===== config.mk =====
export PLATFORM = sky130hd
export DESIGN_NAME = pipeline_hazard_ctrl
export DESIGN_NICKNAME = d
export VERILOG_FILES = /design/src/rtl/pipeline_hazard_ctrl.sv
export SDC_FILE = /design/constraint.sdc
export NUM_CORES = 1
export LEC_CHECK = 0
export BUFFER_PORTS_ARGS = -buffer_cell sky130_fd_sc_hd__buf_2
export CORE_UTILIZATION = 33
export DETAILED_ROUTE_END_ITERATION = 12
export PLACE_DENSITY = 0.88
export SLEW_MARGIN = 30
export SYNTH_ARGS = -nofsm -noshare
export SYNTH_HDL_FRONTEND = slang
export SYNTH_SLANG_ARGS = --single-unit
export TNS_END_PERCENT = 5

===== constraint.sdc =====
create_clock -name CLK -period 1.7 [get_ports CLK]
set_input_delay 0.17 -clock CLK [delete_from_list [all_inputs] [get_ports CLK]]
set_output_delay 0.17 -clock CLK [all_outputs]
set_load 0.01 [all_outputs]

===== src/rtl/pipeline_hazard_ctrl.sv =====
// pipeline_hazard_ctrl: central stall/flush sequencer for the 5-stage MIPS pipeline.
// Generates the pipe-register enables and flushes plus the PC write enable from
// cache-wait, load-use, EX-redirect and halt conditions. A three-state FSM
// (RUN / DWAIT / HALT) tracks an outstanding data-cache access and the final
// halt. Control outputs are Mealy: combinational from state and inputs.
// Optional build macro: PIPE_CTRL_PERF_EN adds stall/flush performance counters;
// without it stall_cnt and flush_cnt are tied to zero.
module pipeline_hazard_ctrl #(
  parameter int REG_W = 5,
  parameter int CNT_W = 32
) (
  input  logic             CLK,
  input  logic             RST,
  input  logic             ihit,
  input  logic             dhit,
  input  logic [REG_W-1:0] ifid_rs,
  input  logic [REG_W-1:0] ifid_rt,
  input  logic             ifid_rt_used,
  input  logic             idex_dREN,
  input  logic [REG_W-1:0] idex_wsel,
  input  logic             ex_redirect,
  input  logic             exmem_dREN,
  input  logic             exmem_dWEN,
  input  logic             exmem_halt,
  output logic             pc_en,
  output logic             ifid_en,
  output logic             ifid_flush,
  output logic             idex_en,
  output logic             idex_flush,
  output logic             exmem_en,
  output logic             exmem_flush,
  output logic             memwb_en,
  output logic             halt,
  output logic [CNT_W-1:0] stall_cnt,
  output logic [CNT_W-1:0] flush_cnt
);

  localparam logic [1:0] ST_RUN   = 2'd0;
  localparam logic [1:0] ST_DWAIT = 2'd1;
  localparam logic [1:0] ST_HALT  = 2'd2;

  logic [1:0] state;
  logic [1:0] state_next;
  logic       halt_reg;
  logic       halt_set;
  logic       dreq;
  logic       mem_stall;
  logic       stall_now;
  logic       lu;

  // Hazard terms; in DWAIT the stall is held purely by the missing dhit.
  always_comb begin
    dreq      = exmem_dREN | exmem_dWEN;
    mem_stall = dreq & ~dhit;
    lu        = idex_dREN & (idex_wsel != {REG_W{1'b0}}) &
                ((idex_wsel == ifid_rs) | (ifid_rt_used & (idex_wsel == ifid_rt)));
    if (state == ST_DWAIT) begin
      stall_now = ~dhit;
    end else begin
      stall_now = mem_stall;
    end
  end

  // Prioritised control decode and next-state selection.
  always_comb begin
    pc_en       = 1'b0;
    ifid_en     = 1'b0;
    ifid_flush  = 1'b0;
    idex_en     = 1'b0;
    idex_flush  = 1'b0;
    exmem_en    = 1'b0;
    exmem_flush = 1'b0;
    memwb_en    = 1'b0;
    halt_set    = 1'b0;
    state_next  = state;
    if (RST) begin
      ifid_flush  = 1'b1;
      idex_flush  = 1'b1;
      exmem_flush = 1'b1;
    end else begin
      case (state)
        ST_RUN, ST_DWAIT: begin
          if (exmem_halt) begin
            // Drain the last instruction into write-back, then freeze.
            memwb_en   = 1'b1;
            halt_set   = 1'b1;
            state_next = ST_HALT;
          end else if (stall_now) begin
            state_next = ST_DWAIT;
          end else begin
            state_next = ST_RUN;
            if (ex_redirect) begin
              // Redirect beats load-use: the ID instruction is squashed anyway.
              pc_en      = 1'b1;
              ifid_en    = 1'b1;
              ifid_flush = 1'b1;
              idex_en    = 1'b1;
              idex_flush = 1'b1;
              exmem_en   = 1'b1;
              memwb_en   = 1'b1;
            end else if (lu) begin
              // Hold IF/ID and PC, inject a single bubble into ID/EX.
              idex_en    = 1'b1;
              idex_flush = 1'b1;
              exmem_en   = 1'b1;
              memwb_en   = 1'b1;
            end else if (~ihit) begin
              // Fetch not ready: bubble into IF/ID, keep downstream moving.
              ifid_en    = 1'b1;
              ifid_flush = 1'b1;
              idex_en    = 1'b1;
              exmem_en   = 1'b1;
              memwb_en   = 1'b1;
            end else begin
              pc_en    = 1'b1;
              ifid_en  = 1'b1;
              idex_en  = 1'b1;
              exmem_en = 1'b1;
              memwb_en = 1'b1;
            end
          end
        end
        ST_HALT: begin
          state_next = ST_HALT;
        end
        default: begin
          state_next = ST_RUN;
        end
      endcase
    end
  end

  // FSM state and sticky halt flag.
  always_ff @(posedge CLK) begin
    if (RST) begin
      state    <= ST_RUN;
      halt_reg <= 1'b0;
    end else begin
      state <= state_next;
      if (halt_set) begin
        halt_reg <= 1'b1;
      end else begin
        halt_reg <= halt_reg;
      end
    end
  end

  assign halt = halt_reg;

`ifdef PIPE_CTRL_PERF_EN
  logic [CNT_W-1:0] stall_q;
  logic [CNT_W-1:0] flush_q;

  // Performance counters: stalled cycles outside HALT, and IF/ID flushes.
  always_ff @(posedge CLK) begin
    if (RST) begin
      stall_q <= {CNT_W{1'b0}};
      flush_q <= {CNT_W{1'b0}};
    end else begin
      if (~pc_en && (state != ST_HALT)) begin
        stall_q <= stall_q + {{(CNT_W-1){1'b0}}, 1'b1};
      end else begin
        stall_q <= stall_q;
      end
      if (ifid_flush) begin
        flush_q <= flush_q + {{(CNT_W-1){1'b0}}, 1'b1};
      end else begin
        flush_q <= flush_q;
      end
    end
  end

  assign stall_cnt = stall_q;
  assign flush_cnt = flush_q;
`else
  assign stall_cnt = {CNT_W{1'b0}};
  assign flush_cnt = {CNT_W{1'b0}};
`endif

endmodule


Word level (Yosys, flattened, before mapping)
Cells that the tools add are included.

Flip-flop bits (word level): 3.

Equal/unequal tests: 4. Multiplexer cells: 41. Bitwise logic cells: 7. Reductions and logical operators: 3.

Operators by type and width (count): $mux W1 (39); $eq A5 B5 Y1 (2); $reduce_bool A5 Y1 (1); $and A1 B1 Y1 (4); $pmux W2 S2 (1); $eq A2 B1 Y1 const B (1); $eq A2 B2 Y1 const B (1); $logic_not A2 Y1 (1); $mux W2 (1); $or A1 B1 Y1 (2); $reduce_or A2 Y1 (1); $not A1 Y1 (1).

Longest topological paths before layout
Gate-level depths: netlist of the first run.

Depth after elaboration: 10. Depth in mapped cells: 5. Mapped depth without buffers: 4.

Worst setup path after synthesis of the first run
OpenSTA, ideal clock, no wires.

Kind: input to output. Start: input port idex_wsel[1]. End: output port ifid_flush. Arrival time: 1.299 ns. Required time: 1.530 ns. Path slack: 0.231 ns. Cell stages on the path: 4. Cell sequence: or4_4 > o21ai_2 > nor3_1 > a221oi_1.

Cells in the longest elaborated chain, start to end: 10. Elaborated cells between the ends (all ways): 13.

RTL lines: start, declared (line 20) `input logic [REG_W-1:0] idex_wsel,`; $eq A5 B5 Y1 (line 56) `((idex_wsel == ifid_rs) | (ifid_rt_used & (idex_wsel == ifid_rt)));`; $and A1 B1 Y1 (line 56); $or A1 B1 Y1 (line 56); $and A1 B1 Y1 (*) (line 55) `lu = idex_dREN & (idex_wsel != {REG_W{1'b0}}) &`; $mux W1 (*) (line 101) `end else if (lu) begin`; $mux W1 (*) (line 92) `if (ex_redirect) begin`; $mux W1 (*) (line 88) `end else if (stall_now) begin`; $mux W1 (*) (line 83) `if (exmem_halt) begin`; $mux W1 (*) (line 81) `case (state)`; $mux W1 (*) (line 76) `if (RST) begin`; end, declared (line 27) `output logic ifid_flush,`.

Mark *: on every way between the ends. The rest lies on a longest branch, timed or not.

Final worst setup path of the first run
Start: input port idex_wsel[1]. End: output port idex_flush.

Cells in the longest elaborated chain, start to end: 10. Elaborated cells between the ends (all ways): 13.

RTL lines: $eq A5 B5 Y1 (line 56); $and A1 B1 Y1 (line 56); $or A1 B1 Y1 (line 56); $and A1 B1 Y1 (*) (line 55); $mux W1 (*) (line 101); $mux W1 (*) (line 92); $mux W1 (*) (line 88); $mux W1 (*) (line 83); $mux W1 (*) (line 81); $mux W1 (*) (line 76); end, declared (line 29) `output logic idex_flush,`.

Marks and branches as above.

==> results.txt, run 1 <==
The flow ran to the end, and the final reports show no timing, DRC or antenna violations. The number of storage elements in the synthesis netlist came out at 3. After detailed routing, the met2 layer carries 750 um of wire.

In this run, distinct cell masters in the synthesized netlist total 22. The run gives 0 as the number of warnings issued by yosys. For this run, the number of standard cells in the final layout without fillers is 176. The tools report the wire length the detailed router placed on met1 as 350 um.

Registers take 60.1 um^2. Based on the critical path, the design can be clocked at up to 609 MHz. CTS saw 3 sinks.

Power comes to 0.000390 W. By area the synthesized netlist is led by sky130_fd_sc_hd__buf_4 59%, sky130_fd_sc_hd__xnor2_1 10%, sky130_fd_sc_hd__dfxtp_1 7.2%. Kind of end point of the critical path: an output pin. For the final design area excluding fillers, the log shows 823 um^2. For the data required time at the worst endpoint, the log shows 1530 ps. The number of antenna violations at the first check in global routing is 0, and the number of antenna repair diodes is 0.

The tree is rooted in a sky130_fd_sc_hd__clkbuf_4. For the via count of the first global-routing pass, the log shows 456. Post-synthesis cell type with the largest combined area: sky130_fd_sc_hd__buf_4. The synthesis-to-finish area growth was -1.94%.

The commonest non-fill, non-tap cell in the layout was sky130_fd_sc_hd__conb_1. The time the worst path needs with I/O delays and setup was 1640 ps; the internal reg-to-reg setup slack was 660 ps. The run gives 1 as the iteration count of the initial detailed-routing pass. After detailed routing, the number of remaining DRC violations is 0.

The instance count of the mapped netlist came out at 114. The tools report the H-tree level count as 1. Setup repair after global routing left no endpoint under its margin.

Top layer used by detailed routing: met3. In this run the remaining antenna-violating nets after routing total 0. The worst register-to-register path has a depth of 3. The top cell types in the final layout, fill and taps aside, are 64 x sky130_fd_sc_hd__conb_1, 33 x sky130_fd_sc_hd__buf_2, 10 x sky130_fd_sc_hd__xnor2_1. Along the worst hold path, the cell count comes to 2.

The maximum fanout count along the critical path is 3, and the clock edge transition at the registers on the reported setup and hold paths is 40 ps. The wire length after detailed routing came out at 1290 um. The tools report the first-pass GRT wire length as 1740 um.

The run gives 0 as the violation count after the first detailed-routing iteration. At the later pin of the worst-skew pair, clock insertion delay measures 230 ps. The worst hold path terminates at state[1]$_SDFF_PP0_. Share of cells above drive strength 1: 0.270. The die covers 2750 um^2. The die is 52.4 um wide.

The count of nets after finishing was 174. The multi-input combinational cells in the finished layout cover a total of 518 um^2. In this run the critical register-to-register path is launched from state[1]$_SDFF_PP0_. The run gives 0.804 ps as the maximum clock skew at final layout. The endpoint identified for the worst register-to-register timing path is state[0]$_SDFF_PP0_. In this run the static leakage power is 0.480 nW.

The routed layout has 621 vias. The ratio of total power to cell area was 474 nW/um^2; the number of clock buffers inserted by TritonCTS was 3. Share of the yosys chip area belonging to registers: 0.0715. The post-route fraction of the period consumed by the critical path works out to 0.965. After routing, the total negative slack on setup checks comes to 0 ps. VDD sags by at most 0.255 mV.

The final worst hold slack is 213 ps. Fill cells in the final layout number 248. The maximum buffer depth of the clock tree was 2. The logs give 0.0884 for the total global routing track utilization and 188 um for the met3 layer wire length in the routed design. The worst hold-check path type is input port to flip-flop. Cell count after placement: 172. The effective utilization at floorplan was 0.365. Setup violations remaining at the end of the flow were counted as 0.

The flip-flop count of the largest register after layout was 2. The detailed-route wire length per cell was 7.33 um. The area of the placeable core is 2300 um^2, and the final-report max-slew violation count is 0. The mean instance size in the synthesized netlist came out at 7.36 um^2. The logs give 0 for the hold violation total from the final report and 785 um^2 for the area after detailed placement.

The max-cap violation count came out at 0. The tools report the sort of element at the start of the critical path as an input port. The portion of synthesized cell area occupied by the leading cell type was 0.590. The worst hold path begins at RST. For the overall overflow remaining after global route, the log shows 0. The number of port buffers works out to 33. The via-per-instance ratio was 3.53.

For the worst setup path, the data arrival time is 1470 ps. The synthesized netlist occupies a cell area of 840 um^2. The critical path is of the input port to output pin type. For the final RePlAce weighted congestion, the log shows 0.721. The HPWL after detailed placement is 1210 um. The maximum number of pins on one net before global-route repair was 10; the number of rows created at floorplan was 17. The floorplan die height works out to 52.4 um.

The number of top-level pins was 98. TritonCTS built the clock tree.
-- power by group --
part | switching [W] | leakage [nW] | internal (W)
Clock | 0.0000346 | 0.0150 | 0.0000878
Combinational | 0.000124 | 0.440 | 0.0000643
Sequential | 0.00000422 | 0.0248 | 0.0000759
Total | 0.000162 | 0.480 | 0.000228
-- final cells by class --
class,instances,share of cell area
repair buffers,34,0.210
flip-flops and latches,3,0.0729
multi-input cells,104,0.629
clock buffers,4,0.0319
well taps,28,0.0426
inverters,3,0.0137
-- worst max-delay path, stage by stage --
cell,delay (ps)
sky130_fd_sc_hd__buf_2,110
sky130_fd_sc_hd__or4_4,540
sky130_fd_sc_hd__o21ai_4,150
sky130_fd_sc_hd__nor2_1,50
sky130_fd_sc_hd__a221o_1,310
sky130_fd_sc_hd__buf_2,140
-- synth_stat cells, drive strengths merged --
cell type,count
a221oi,1
inv,3
a211oi,2
xnor2,10
nand3,1
or4,1
buf,66
dfxtp,3
o21a,1
nor3b,2
a21oi,3
nor3,3
nor2,5
nand2b,3
nand4,1
a221o,1
o22ai,1
o21ai,2
conb,1
nand2,3
clkbuf,1
-- per-stage QoR --
stage	setup slack (ps)	util
2_1_floorplan	231	-
3_5_place_dp	34.5	0.342
6_report	59.1	0.358
3_3_place_gp	58.7	0.342
4_1_cts	32.4	0.353
5_1_grt	1.80	0.358
-- layer usage --
layer | vias up | GRT usage
met3 | 0 | 0.0406
met5 | - | 0
met4 | 0 | 0.0395
met2 | 56 | 0.177
li1 | 302 | -
met1 | 263 | 0.0700
-- cell families after synthesis --
logic type / share of synthesized area
other cells: 0.00447
simple gates: 0.121
buf+inv: 0.608
flops: 0.0715
compound gates: 0.0909
xor+xnor: 0.104
-- worst max path at each step --
| stage | end | slack (ps) | from | cells past startpoint |
|---|---|---|---|---|
| floorplan | ifid_flush | 230 | idex_wsel[1] | 4 |
| CTS | idex_flush | 30 | idex_wsel[1] | 6 |
| global placement | ifid_flush | 60 | idex_wsel[2] | 6 |
| finish | idex_flush | 60 | idex_wsel[1] | 6 |
| global route | ifid_flush | 2 | idex_wsel[2] | 6 |
| detailed placement | idex_flush | 30 | idex_wsel[1] | 6 |
-- repair_timing --
item | in CTS | in global routing
buffers inserted | 0 | 0
gates resized for setup | 0 | 3
hold buffers | 0 | 0
setup endpoints to repair | 0 | 2
No activity file was read; power rests on OpenSTA's default activity.
==> inputs of run 2 (changes only) <==
BUFFER_PORTS_ARGS = unset   (was -buffer_cell sky130_fd_sc_hd__buf_2)
CORE_UTILIZATION = 56   (was 33)
DONT_BUFFER_PORTS = 1   (was unset)
PLACE_DENSITY = 0.79   (was 0.88)
==> run 2 against run 1 <==
Net effect: worst hold slack got worse by 210 ps; critical path depth decreased by 2; count of clock-buffer cells in the layout unchanged; first-iteration DRC count increased by 3; clock power increased by 4%; clock skew increased by 1.5 ps; highest routed layer is now met4.
==> results.txt, run 2 (synthesized netlist as in run 1, its figures left out) <==
The data required time at the worst endpoint came out at 1530 ps (about the same). The tools report the critical hold path startpoint as RST (unchanged). The worst reg2reg path depth is 3 (unchanged), and the worst-case vdd ir drop is 0.152 mV (was 0.255 mV). The kind of cell adding the most delay to the critical path was compound AO/OA/AOI/OAI gates (was simple AND/OR/NAND/NOR gates). The tools report the kind of end point of the critical path as an output pin (unchanged). The number of hold-repair buffers added at the cts stage was 1 (was 0).

The via count of the first global-routing pass was 354 (was 456). Die area: 1660 um^2 (was 2750 um^2). The ratio of total power to cell area is 532 nW/um^2 (was 474 nW/um^2), and the insertion delay of the later-clocked pin in the worst-skew pair is 240 ps (was 230 ps). Worst hold-check path type: input port to flip-flop (unchanged).

The synthesis-to-finish area growth came out at -23.0% (was -1.94%). Endpoint of the worst hold path: state[0]$_SDFF_PP0_ (was state[1]$_SDFF_PP0_). The maximum buffer depth of the clock tree is 2 (unchanged).

The number of antenna violations at the first check in global routing is 0 (unchanged), and the number of cells traversed by the worst hold path is 1 (was 2). The number of clock buffers inserted by TritonCTS was 3 (unchanged). The run gives 0 (unchanged) as the post-detailed-route count of antenna-violating nets.

Source of the worst register-to-register timing path: state[1]$_SDFF_PP0_ (unchanged). The count of nets after finishing was 143 (was 174). The flow ran to the end, and the final reports show no timing, DRC or antenna violations. The horizontal die dimension is 40.7 um (was 52.4 um), and the number of fillers in the final layout is 143 (was 248). The maximum clock skew at final layout is 2.29 ps (was 0.804 ps), and the clock edge transition at the registers on the reported setup and hold paths is 40 ps (about the same). The final RePlAce weighted congestion was 0.742 (was 0.721); the aggregate negative setup slack was 0 ps (unchanged). Leading cell types in the layout, fill and taps excluded: 64 x sky130_fd_sc_hd__conb_1, 10 x sky130_fd_sc_hd__xnor2_1, 5 x sky130_fd_sc_hd__nor2_1 (was 64 x sky130_fd_sc_hd__conb_1, 33 x sky130_fd_sc_hd__buf_2, 10 x sky130_fd_sc_hd__xnor2_1).

The logs give 0 (unchanged) for the final count of negative-setup-slack endpoints and 650 ps (was 660 ps) for the internal reg-to-reg setup slack. The worst setup timing slack at the placement stage is 188 ps (was 34.5 ps). The post-cts gate resize count was 0 (unchanged); the wire length after detailed routing was 1110 um (was 1290 um). The area of the placeable core is 1350 um^2 (was 2300 um^2). The total global routing track utilization came out at 0.121 (was 0.0884). The detailed placement HPWL came out at 1000 um (was 1210 um). The maximum single-stage delay on the critical path works out to 310 ps (was 540 ps). The number of port buffers is 0 (was 33), and the effective utilization at floorplan is 0.622 (was 0.365). The share of cells above drive strength 1 works out to 0.0598 (was 0.270).

The post-layout worst setup margin was 89.4 ps (was 59.1 ps). The flip-flop count of the largest register after layout works out to 2 (unchanged). Maximum fanout count along the critical path: 3 (unchanged). The clock root buffer is sky130_fd_sc_hd__clkbuf_4 (unchanged). For the final-report max-slew violation count, the log shows 0 (unchanged).

The tools report the reg-to-reg critical path endpoint as state[0]$_SDFF_PP0_ (unchanged). The critical path start-end classification was flip-flop to output pin (was input port to output pin). The tools report the H-tree level count as 1 (unchanged).

Time the worst path needs with I/O delays and setup: 1610 ps (was 1640 ps). The commonest non-fill, non-tap cell in the layout was sky130_fd_sc_hd__conb_1 (unchanged). The tools report the startpoint of the worst setup timing path as state[0]$_SDFF_PP0_ (was idex_wsel[1]).

The number of buffer and inverter instances along the worst setup path works out to 1 (was 2). The detailed-route wire length per cell is 8.41 um (was 7.33 um), and the maximum number of pins on one net before global-route repair is 9 (was 10). The iteration count of the initial detailed-routing pass was 4 (was 1). The logs give 1440 ps (was 1470 ps) for the signal arrival time at the worst endpoint and 1300 um (was 1740 um) for the first-pass GRT wire length.

The sort of element at the start of the critical path is a flip-flop (was an input port). The cell with the largest stage delay on the worst path was sky130_fd_sc_hd__dfxtp_1 (was sky130_fd_sc_hd__or4_4). The via-per-instance ratio was 3.90 (was 3.53); the number of antenna repair diodes was 0 (unchanged).

TritonCTS built the clock tree. The logs give 0 (unchanged) for the post-detailed-route DRC marker count and 0 (unchanged) for the max-cap violation count. The floorplan die height came out at 40.7 um (was 52.4 um). The hold violation total from the final report was 0 (unchanged).

Number of top-level pins: 98 (unchanged). The via total after detailed routing was 515 (was 621). The tools report the post-CTS setup-driven buffer insertion count as 0 (unchanged). The total number of clock tree sinks was 3 (unchanged).

The run gives 13 (was 17) as the number of rows created at floorplan. The post-route fraction of the period consumed by the critical path was 0.947 (was 0.965); the leakage power figure was 0.351 nW (was 0.480 nW). For the achievable clock frequency, the log shows 621 MHz (was 609 MHz). The run gives 3 (was 0) as the violation count after the first detailed-routing iteration. For the overall overflow remaining after global route, the log shows 0 (unchanged).

List of cells traversed by the critical path: nor3_1 > o21ai_0 > a221oi_1 > buf_4 (was buf_2 > or4_4 > o21ai_4 > nor2_1 > a221o_1 > buf_2). Setup repair after global routing left no endpoint under its margin.
run 2: cell count changes in the layout (fill, tap and decap cells not counted), sizes merged:
| cell | previous run | this run |
|---|---|---|
| dlygate4sd3 | 0 | 1 |
| buf | 34 | 2 |
run 2: per-stage QoR:
step                power, W   util  std cells  hold slack [ps]  instance area [um^2]
floorplan           0.000316      -        177              342                  1080
global placement    0.000212  0.452        127              241                   611
detailed placement  0.000213  0.452        127              243                   611
CTS                 0.000349  0.479        132            0.804                   647
global route        0.000379  0.479        132             1.59                   647
finish              0.000344  0.479        132             7.62                   647
run 2: final cells by class:
| cell class | count | area (um^2) | share of cell area |
|---|---|---|---|
| timing repair buffer | 3 | 25.0 | 0.0387 |
| multi-input combinational | 104 | 505 | 0.781 |
| sequential | 3 | 60.1 | 0.0928 |
| inverter | 3 | 11.3 | 0.0174 |
| clock buffer | 4 | 26.3 | 0.0406 |
| tap | 15 | 18.8 | 0.0290 |
run 2: how the worst max path moves through the flow:
stage | to | slack (ps) | cells after the start
after CTS | ifid_flush | 100 | 4
after detailed placement | ifid_flush | 190 | 5
after floorplan | ifid_flush | 230 | 4
after global placement | ifid_flush | 200 | 5
after global routing | ifid_flush | 20 | 4
final | ifid_flush | 90 | 4
run 2: report_power, final:
| part | leakage (nW) | switching, W | internal (W) |
|---|---|---|---|
| clock | 0.0150 | 0.0000390 | 0.0000881 |
| combinational | 0.311 | 0.0000964 | 0.0000399 |
| sequential | 0.0248 | 0.00000515 | 0.0000759 |
run 2: metal layers:
layer / vias up / track usage / part of all wire
met5: - / 0 / 0
met4: 0 / 0.100 / 0.013
met3: 2 / 0.0163 / 0.13
met2: 53 / 0.254 / 0.56
met1: 219 / 0.0932 / 0.29
li1: 241 / - / -
